[src/rtl/inst_fetch_bridge.sv]
// Instruction fetch bridge: assembles a 32-bit big-endian word from four byte reads on an 8-bit external bus.
// Define FETCH_HIT_BUF_EN to keep the last fetched word and serve repeat fetches of it with no external access.
module inst_fetch_bridge #(
    parameter int unsigned WAIT_STATES = 1,
    parameter int unsigned MEM_ADDR_W  = 20
) (
    input  logic                  clk,
    input  logic                  rst,
    input  logic                  rom_ce_i,
    input  logic [31:0]           rom_addr_i,
    output logic [31:0]           rom_data_o,
    output logic                  stallreq_o,
    output logic [MEM_ADDR_W-1:0] mem_addr_o,
    output logic                  mem_oe_n_o,
    input  logic [7:0]            mem_data_i
);

    typedef enum logic [1:0] {
        ST_IDLE,
        ST_FETCH,
        ST_DONE
    } state_e;

    localparam logic [2:0] WAIT_LAST = 3'(WAIT_STATES);

    state_e                state_q, state_d;
    logic [MEM_ADDR_W-3:0] tag_q, tag_d;
    logic [1:0]            byte_cnt_q, byte_cnt_d;
    logic [2:0]            wait_cnt_q, wait_cnt_d;
    logic [31:0]           word_q, word_d;

    logic [MEM_ADDR_W-3:0] req_tag;
    logic                  tag_match;
    logic                  hit;
    logic                  unused_addr;

    assign req_tag     = rom_addr_i[MEM_ADDR_W-1:2];
    assign tag_match   = (req_tag == tag_q);
    assign unused_addr = ^{rom_addr_i[31:MEM_ADDR_W], rom_addr_i[1:0]};

`ifdef FETCH_HIT_BUF_EN
    logic valid_q, valid_d;

    assign hit = rom_ce_i & valid_q & tag_match;

    always_ff @(posedge clk or negedge rst) begin
        if (!rst) begin
            valid_q <= 1'b0;
        end else begin
            valid_q <= valid_d;
        end
    end
`else
    assign hit = 1'b0;
`endif

    always_comb begin
        state_d    = state_q;
        tag_d      = tag_q;
        byte_cnt_d = byte_cnt_q;
        wait_cnt_d = wait_cnt_q;
        word_d     = word_q;
`ifdef FETCH_HIT_BUF_EN
        valid_d    = valid_q;
`endif
        mem_addr_o = '0;
        mem_oe_n_o = 1'b1;

        case (state_q)
            ST_IDLE: begin
                if (rom_ce_i && !hit) begin
                    tag_d      = req_tag;
                    byte_cnt_d = '0;
                    wait_cnt_d = '0;
                    state_d    = ST_FETCH;
`ifdef FETCH_HIT_BUF_EN
                    // Tag is being replaced, so the held word no longer matches it.
                    valid_d    = 1'b0;
`endif
                end
            end
            ST_FETCH: begin
                mem_addr_o = {tag_q, byte_cnt_q};
                mem_oe_n_o = 1'b0;
                if (!rom_ce_i || !tag_match) begin
                    byte_cnt_d = '0;
                    wait_cnt_d = '0;
                    state_d    = ST_IDLE;
`ifdef FETCH_HIT_BUF_EN
                    valid_d    = 1'b0;
`endif
                end else if (wait_cnt_q == WAIT_LAST) begin
                    case (byte_cnt_q)
                        2'd0:    word_d[31:24] = mem_data_i;
                        2'd1:    word_d[23:16] = mem_data_i;
                        2'd2:    word_d[15:8]  = mem_data_i;
                        default: word_d[7:0]   = mem_data_i;
                    endcase
                    wait_cnt_d = '0;
                    byte_cnt_d = byte_cnt_q + 2'd1;
                    if (byte_cnt_q == 2'd3) begin
                        state_d = ST_DONE;
                    end
                end else begin
                    wait_cnt_d = wait_cnt_q + 3'd1;
                end
            end
            ST_DONE: begin
                state_d = ST_IDLE;
`ifdef FETCH_HIT_BUF_EN
                valid_d = 1'b1;
`endif
            end
            default: begin
                state_d = ST_IDLE;
            end
        endcase
    end

    // Stall is gated by rst so it drops in the same cycle reset is asserted.
    always_comb begin
        rom_data_o = '0;
        stallreq_o = 1'b0;
        if (hit || state_q == ST_DONE) begin
            rom_data_o = word_q;
        end
        if (rst && rom_ce_i && !hit && !(state_q == ST_DONE && tag_match)) begin
            stallreq_o = 1'b1;
        end
    end

    always_ff @(posedge clk or negedge rst) begin
        if (!rst) begin
            state_q    <= ST_IDLE;
            tag_q      <= '0;
            byte_cnt_q <= '0;
            wait_cnt_q <= '0;
            word_q     <= '0;
        end else begin
            state_q    <= state_d;
            tag_q      <= tag_d;
            byte_cnt_q <= byte_cnt_d;
            wait_cnt_q <= wait_cnt_d;
            word_q     <= word_d;
        end
    end

endmodule

[config.mk]
export PLATFORM = sky130hd
export DESIGN_NAME = inst_fetch_bridge
export DESIGN_NICKNAME = d
export VERILOG_FILES = /design/src/rtl/inst_fetch_bridge.sv
export SDC_FILE = /design/constraint.sdc
export NUM_CORES = 1
export LEC_CHECK = 0
export ABC_AREA = 1
export CAP_MARGIN = 20
export CORE_MARGIN = 2
export CORE_UTILIZATION = 51
export DETAILED_ROUTE_END_ITERATION = 10
export HOLD_SLACK_MARGIN = 0.08
export PLACE_DENSITY = 0.86
export SYNTH_ARGS = -nofsm -noshare
export SYNTH_HDL_FRONTEND = slang
export SYNTH_SLANG_ARGS = --single-unit
[constraint.sdc]
create_clock -name clk -period 4.9 [get_ports clk]
set_input_delay 0.98 -clock clk [delete_from_list [all_inputs] [get_ports clk]]
set_output_delay 0.98 -clock clk [all_outputs]
set_load 0.02 [all_outputs]
# Word-level counts from Yosys, hierarchy flattened
# Cells that the tools add are included.
[op_classes] add_sub_neg=2 n_mux=17 n_reduce_logical=19 bitwise=2 eq_ne=10
[ops] cell="two-way mux 32 bit" count=1
[ops] cell="two-way mux 20 bit" count=1
[ops] cell="equality test 18 bit" count=1
[ops] cell="AND reduction 4 bit" count=4
[ops] cell="two-way mux 2 bit" count=7
[ops] cell="two-way mux 3 bit" count=3
[ops] cell="case mux 2 bit (2 select lines)" count=2
[ops] cell="equality test 2 bit (second input constant)" count=3
[ops] cell="!= test 3 bit (second input constant)" count=2
[ops] cell="case mux 3 bit (2 select lines)" count=1
[ops] cell="AND reduction 3 bit" count=2
[ops] cell="equality test 2 x 1 -> 1 bit (second input constant)" count=2
[ops] cell="zero test 2 bit" count=2
[ops] cell="AND reduction 2 bit" count=2
[ops] cell="adder 3 x 1 -> 3 bit (second input constant)" count=1
[ops] cell="equality test 3 x 1 -> 1 bit (second input constant)" count=1
[ops] cell="logical AND 1 bit" count=3
[ops] cell="zero test 1 bit" count=3
[ops] cell="OR reduction 3 bit" count=1
[ops] cell="adder 2 x 1 -> 2 bit (second input constant)" count=1
[ops] cell="two-way mux 1 bit" count=2
[ops] cell="!= test 2 bit (second input constant)" count=1
[ops] cell="inverter 1 bit" count=2
[ops] cell="nonzero test 2 bit" count=1
[ops] cell="logical OR 1 bit" count=1
[word_totals] output_inout_bits=54 register_bits=57 input_bits=43 word_cells=58

# Depth between registers and ports, before layout
[logic_depth] ltp_word=5 mapped_depth=12

# Least setup slack after synthesis
# OpenSTA, ideal clock, no wires.
[synth_timing] kind="input-to-output" start="in rom_addr_i[18]" end="out stallreq_o" required_ns=3.920 slack_ns=2.140 arrival_ns=1.780 stages=9 cell_sequence="inv_1 nand2_1 nand2_1 nor2_2 nand2_1 nor2_2 nand3_2 inv_1 a21oi_1"
[synth_via] elab_chain_cells=5
[synth_rtl] element="start, declared" line="10" rtl="input logic [31:0] rom_addr_i,"
[synth_rtl] element="equality test 18 bit" line="38" rtl="assign tag_match = (req_tag == tag_q);"
[synth_rtl] element="logical AND 1 bit" line="127" rtl="if (rst && rom_ce_i && !hit && !(state_q == ST_DONE && tag_match)) begin"
[synth_rtl] element="zero test 1 bit" line="127"
[synth_rtl] element="logical AND 1 bit" line="127"
[synth_rtl] element="two-way mux 1 bit" line="127"
[synth_rtl] element="end, declared" line="12" rtl="output logic stallreq_o,"
# No other way between the ends.

# Worst setup path in the final report
[layout_timing] start="in rom_addr_i[3]" end="out stallreq_o"
# Same word-level chain as after synthesis.

==> results <==
- Across all register-to-register paths, the minimum setup slack is ~3000 ps.
- The half-perimeter wire length after detailed placement is between 5000 and 6000 microns.
- In the final layout, the share of cells above drive strength 1 is 0.07850.
- Setup repair after global routing left no endpoint under its margin.
- The post-synth net total is ~500.
- Traced cell by cell, the critical path runs through clkdlybuf4s50_1 -> inv_1 -> nand2_1 -> nand2_1 -> nor2_1 -> nand2_1 -> nor2_2 -> nand3_2 -> inv_1 -> a21oi_1 -> clkdlybuf4s50_1.
- The violation count after the first detailed-route iteration is 255.
- The synthesized design contains 0 enable-type register cells.
- The length of the first detailed-routing pass in iterations is 5.
- The sort of element at the start of the critical path is an input port.
- The final cell area excluding filler cells is about 4300 sq um.
- The proportion of netlist area held by the largest area contributor is 0.4517.
- The number of global-route vias before repair was about 2,600.
- The type of the worst min-delay path is register to register.
- The number of buffer and inverter instances along the worst setup path is 4.
- The number of post-CTS setup repair buffers is 0.
- The completed layout was analyzed and its total power is 1.193 mW.
- The top flip-flop cell by instance count after synthesis is sky130_fd_sc_hd__dfrtp_1.
- Summed over all cells, the static leakage comes to 2.055 nW.
- The start point of the worst hold path is word_q[9].
- The global-route wire length before repair is ~12,000 microns.
- A synthesized cell averages 7.065 sq um.
- The worst endpoint required time is 3920 ps.
- The post-synth design cell area is about 3200 sq um.
- The cell count after synthesis came out at between 400 and 500.
- Buffers inserted during clock tree synthesis total 9.
- Hold timing on the final database bottoms out at a slack of 490.1 ps.
- The floorplan row count is 28.
- During synthesis, Yosys emitted a total of 0 warnings.
- In the finished design, the share of the clock period the worst path needs comes to 0.7855.
- The area overhead of the layout relative to synthesis is 34.79%.
- The antenna diode count is 0.
- The worst-case IR drop observed on VDD is between 0.15 and 0.2 mV.
- At the worst endpoint, the arrival time is between 2000 and 3000 ps.
- By count the netlist is led by 126 x sky130_fd_sc_hd__nand2_1, 90 x sky130_fd_sc_hd__inv_1, 71 x sky130_fd_sc_hd__nor2_1, 57 x sky130_fd_sc_hd__dfrtp_1, 27 x sky130_fd_sc_hd__o21ai_1.
- At the end of the flow, the number of nets in the layout was a little under 600.
- The number of failing setup endpoints in the final timing report is 0.
- The proportion of register bits with asynchronous set or reset after synthesis is 1.000.
- The clock tree skew after final layout is 11.73 ps.
- The max-slew violation count is 0.
- The count of buffers added on input and output ports is between 80 and 90.
- The root cell of the clock tree is sky130_fd_sc_hd__clkbuf_8.
- Headroom to the max-slew limit came out at 0.3668.
- In this run the deepest clock path goes through 2 buffers.
- The clock period could shrink to 3849 ps.
- The area enclosed by the die boundary is slightly below 7000 sq um.
- The number of cells upsized or downsized after cts is 0.
- The number of violations of the max-capacitance limit is 0.
- Of all nets on the critical path, the largest fanout is 2.
- For the pin with the worst max-slew slack, the measured transition is 948.8 ps.
- Hold repair after CTS inserted 0 buffers.
- From bottom edge to top edge, the die measures roughly 83 microns.
- Summed over all layers, the global routing overflow is 0.
- The critical-path cell with the highest stage delay is sky130_fd_sc_hd__clkdlybuf4s50_1.
- Counting cells, the worst reg-to-reg path comes to 8.
- Summed over all failing endpoints, the final setup total negative slack is 0 ps.
- In the final routed layout, each cell accounts on average for 12.18 microns.
- For this design the ratio of total power to cell area is 280.2 nW/um^2.
- The routability congestion estimate from global placement is ~0.8.
- The startpoint identified for the worst register-to-register timing path is state_q[1].
- The most repeated cell in the gate-level netlist after synthesis is sky130_fd_sc_hd__nand2_1.
- sky130_fd_sc_hd__dfrtp_1 takes more of the synthesized area than any other cell.
- The capture instance of the worst register-to-register path is word_q[12].
- The worst slack after detailed placement is between 1000 and 1500 ps.
- The flow ran to the end, and the final reports show no timing, DRC or antenna violations.
- Sorting the synthesized cells by area gives the leading types as sky130_fd_sc_hd__dfrtp_1 45%, sky130_fd_sc_hd__nand2_1 15%, sky130_fd_sc_hd__inv_1 11%.
- Across all layers, the routed design uses 2,901 vias.
- The clock input transition at the sequential cells of the worst setup and hold paths is about 60 ps.
- The maximum frequency from static timing analysis is around 260 MHz.
- In this run the horizontal extent of the chip is around 83 microns.
- The number of endpoints with negative hold slack in the final report is 0.
- The nature of the critical path endpoint is an output port.
- The initial utilization of the core area, before any placement, comes to 0.5303.
- 97 I/O pins were placed.
- The count of state elements after synthesis is 57.
- The sequential cell area fraction in the yosys report is 0.4517.
- Counting every sink on the clock net gives between 50 and 60.
- The CTS H-tree depth is 3.
- Grouping stages by cell kind, the critical path spends the most delay in buffers and inverters.
- TritonCTS built the clock tree.
- The pin count of the biggest net entering global routing is 58.
- The later pin in the worst-skew pair is clocked with a latency of about 350 ps.
- Among the stages of the critical path, the cell type that occurs most often is sky130_fd_sc_hd__nand2_1.
- Counting instances, the worst hold path has a depth of 2.
- The detailed-route DRC error count is 0.
- The initial antenna violation count was 0.
- The total global-route track usage is 0.2267.
- The count of distinct cell types in the synthesized netlist is 21.
- The placed instances occupy a cell area of 4000 sq um.
- Dividing the detail-routed via count by the number of cells gives between 4 and 5.
- The post-layout worst setup margin is 1051 ps.
- The setup path with the least slack is of type input port to output port.
- The antenna violation net count after detailed routing is 0.
- The stage delay of the slowest cell on the critical path is approximately 540 ps.
- The overall routed net length is approximately 7400 microns.
- The layout has 456 filler cells.
- The core region is about 6000 sq um.
- The terminating pin of the worst hold path is word_q[9].
[power breakdown]
| group | switching [mW] | internal [mW] | leakage [nW] |
|---|---|---|---|
| clock network | 0.191 | 0.312 | 0.115 |
| registers | 0.0191 | 0.491 | 0.764 |
| logic | 0.104 | 0.0754 | 1.18 |
| total | 0.315 | 0.878 | 2.05 |
[metrics by stage]
step                cells  utilization
floorplan             447            -
global placement      593       0.6716
detailed placement    593       0.6716
CTS                   609       0.7101
global route          610       0.7147
finish                610       0.7147
[sequential cells by signal, indices dropped and copies added, names as in the netlist]
name,count
byte_cnt_q,2
tag_q,18
state_q,2
word_q,32
wait_cnt_q,3
[placed cells by master, fill, tap and decap left out]
cell | netlist | routed
sky130_fd_sc_hd__buf_4 | 0 | 1
sky130_fd_sc_hd__nand2_1 | 126 | 126
sky130_fd_sc_hd__buf_2 | 0 | 1
sky130_fd_sc_hd__bufinv_16 | 0 | 2
sky130_fd_sc_hd__clkdlybuf4s50_1 | 0 | 81
sky130_fd_sc_hd__buf_16 | 0 | 1
sky130_fd_sc_hd__clkinv_2 | 0 | 2
sky130_fd_sc_hd__a21oi_1 | 2 | 2
sky130_fd_sc_hd__nand2_4 | 4 | 4
sky130_fd_sc_hd__xor2_1 | 2 | 2
sky130_fd_sc_hd__nor2_8 | 1 | 1
sky130_fd_sc_hd__nand3_1 | 1 | 1
sky130_fd_sc_hd__xnor2_1 | 3 | 3
sky130_fd_sc_hd__nor3_1 | 1 | 1
sky130_fd_sc_hd__inv_1 | 90 | 90
sky130_fd_sc_hd__nand4_1 | 5 | 5
sky130_fd_sc_hd__nand3_2 | 1 | 1
sky130_fd_sc_hd__nor2_2 | 5 | 5
sky130_fd_sc_hd__ha_1 | 5 | 5
sky130_fd_sc_hd__inv_2 | 7 | 7
sky130_fd_sc_hd__clkinvlp_4 | 0 | 1
sky130_fd_sc_hd__o21ai_2 | 5 | 5
sky130_fd_sc_hd__o21ai_1 | 27 | 27
sky130_fd_sc_hd__nor2_1 | 71 | 71
sky130_fd_sc_hd__dfrtp_1 | 57 | 57
sky130_fd_sc_hd__clkbuf_8 | 0 | 11
sky130_fd_sc_hd__o21ai_0 | 22 | 22
[tightest hold or removal path, stage by stage (launching register included)]
cell,delay [ps]
sky130_fd_sc_hd__dfrtp_1,350
sky130_fd_sc_hd__nand2_1,60
sky130_fd_sc_hd__o21ai_2,50
[worst max path at each step]
stage	from	endpoint	cells after the start
2_1_floorplan	rom_addr_i[18]	stallreq_o	9
3_3_place_gp	rom_addr_i[12]	stallreq_o	9
3_5_place_dp	rom_addr_i[12]	stallreq_o	9
4_1_cts	rom_addr_i[2]	stallreq_o	11
5_1_grt	rom_addr_i[3]	stallreq_o	11
6_report	rom_addr_i[3]	stallreq_o	11
[layer usage]
metal	vias to the layer above	GRT usage	routed length, microns
met5	-	0	0
met4	0	0.1098	96
met3	12	0.04022	352
met2	86	0.3548	3660
met1	1318	0.3051	3321
li1	1485	-	-
[cells by family (layout without fill, tap and decap cells)]
family,Yosys count,after routing,synth area share
xor+xnor,5,5,0.01387
flops,57,57,0.4517
compound gates,56,56,0.09469
fa+ha+maj,5,5,0.01981
simple gates,215,215,0.2809
buf+inv,109,197,0.1391
[area by class of cell]
class	instances	area [sq um]	share of cell area
sequential	57	1426	0.3351
inverter	97	364.1	0.08554
timing repair buffer	84	850.8	0.1999
multi-input combinational	281	1292	0.3036
tap	75	93.84	0.02205
clock buffer	11	151.4	0.03557
clock inverter	5	77.57	0.01822
Power figures use the tool's default switching activity.
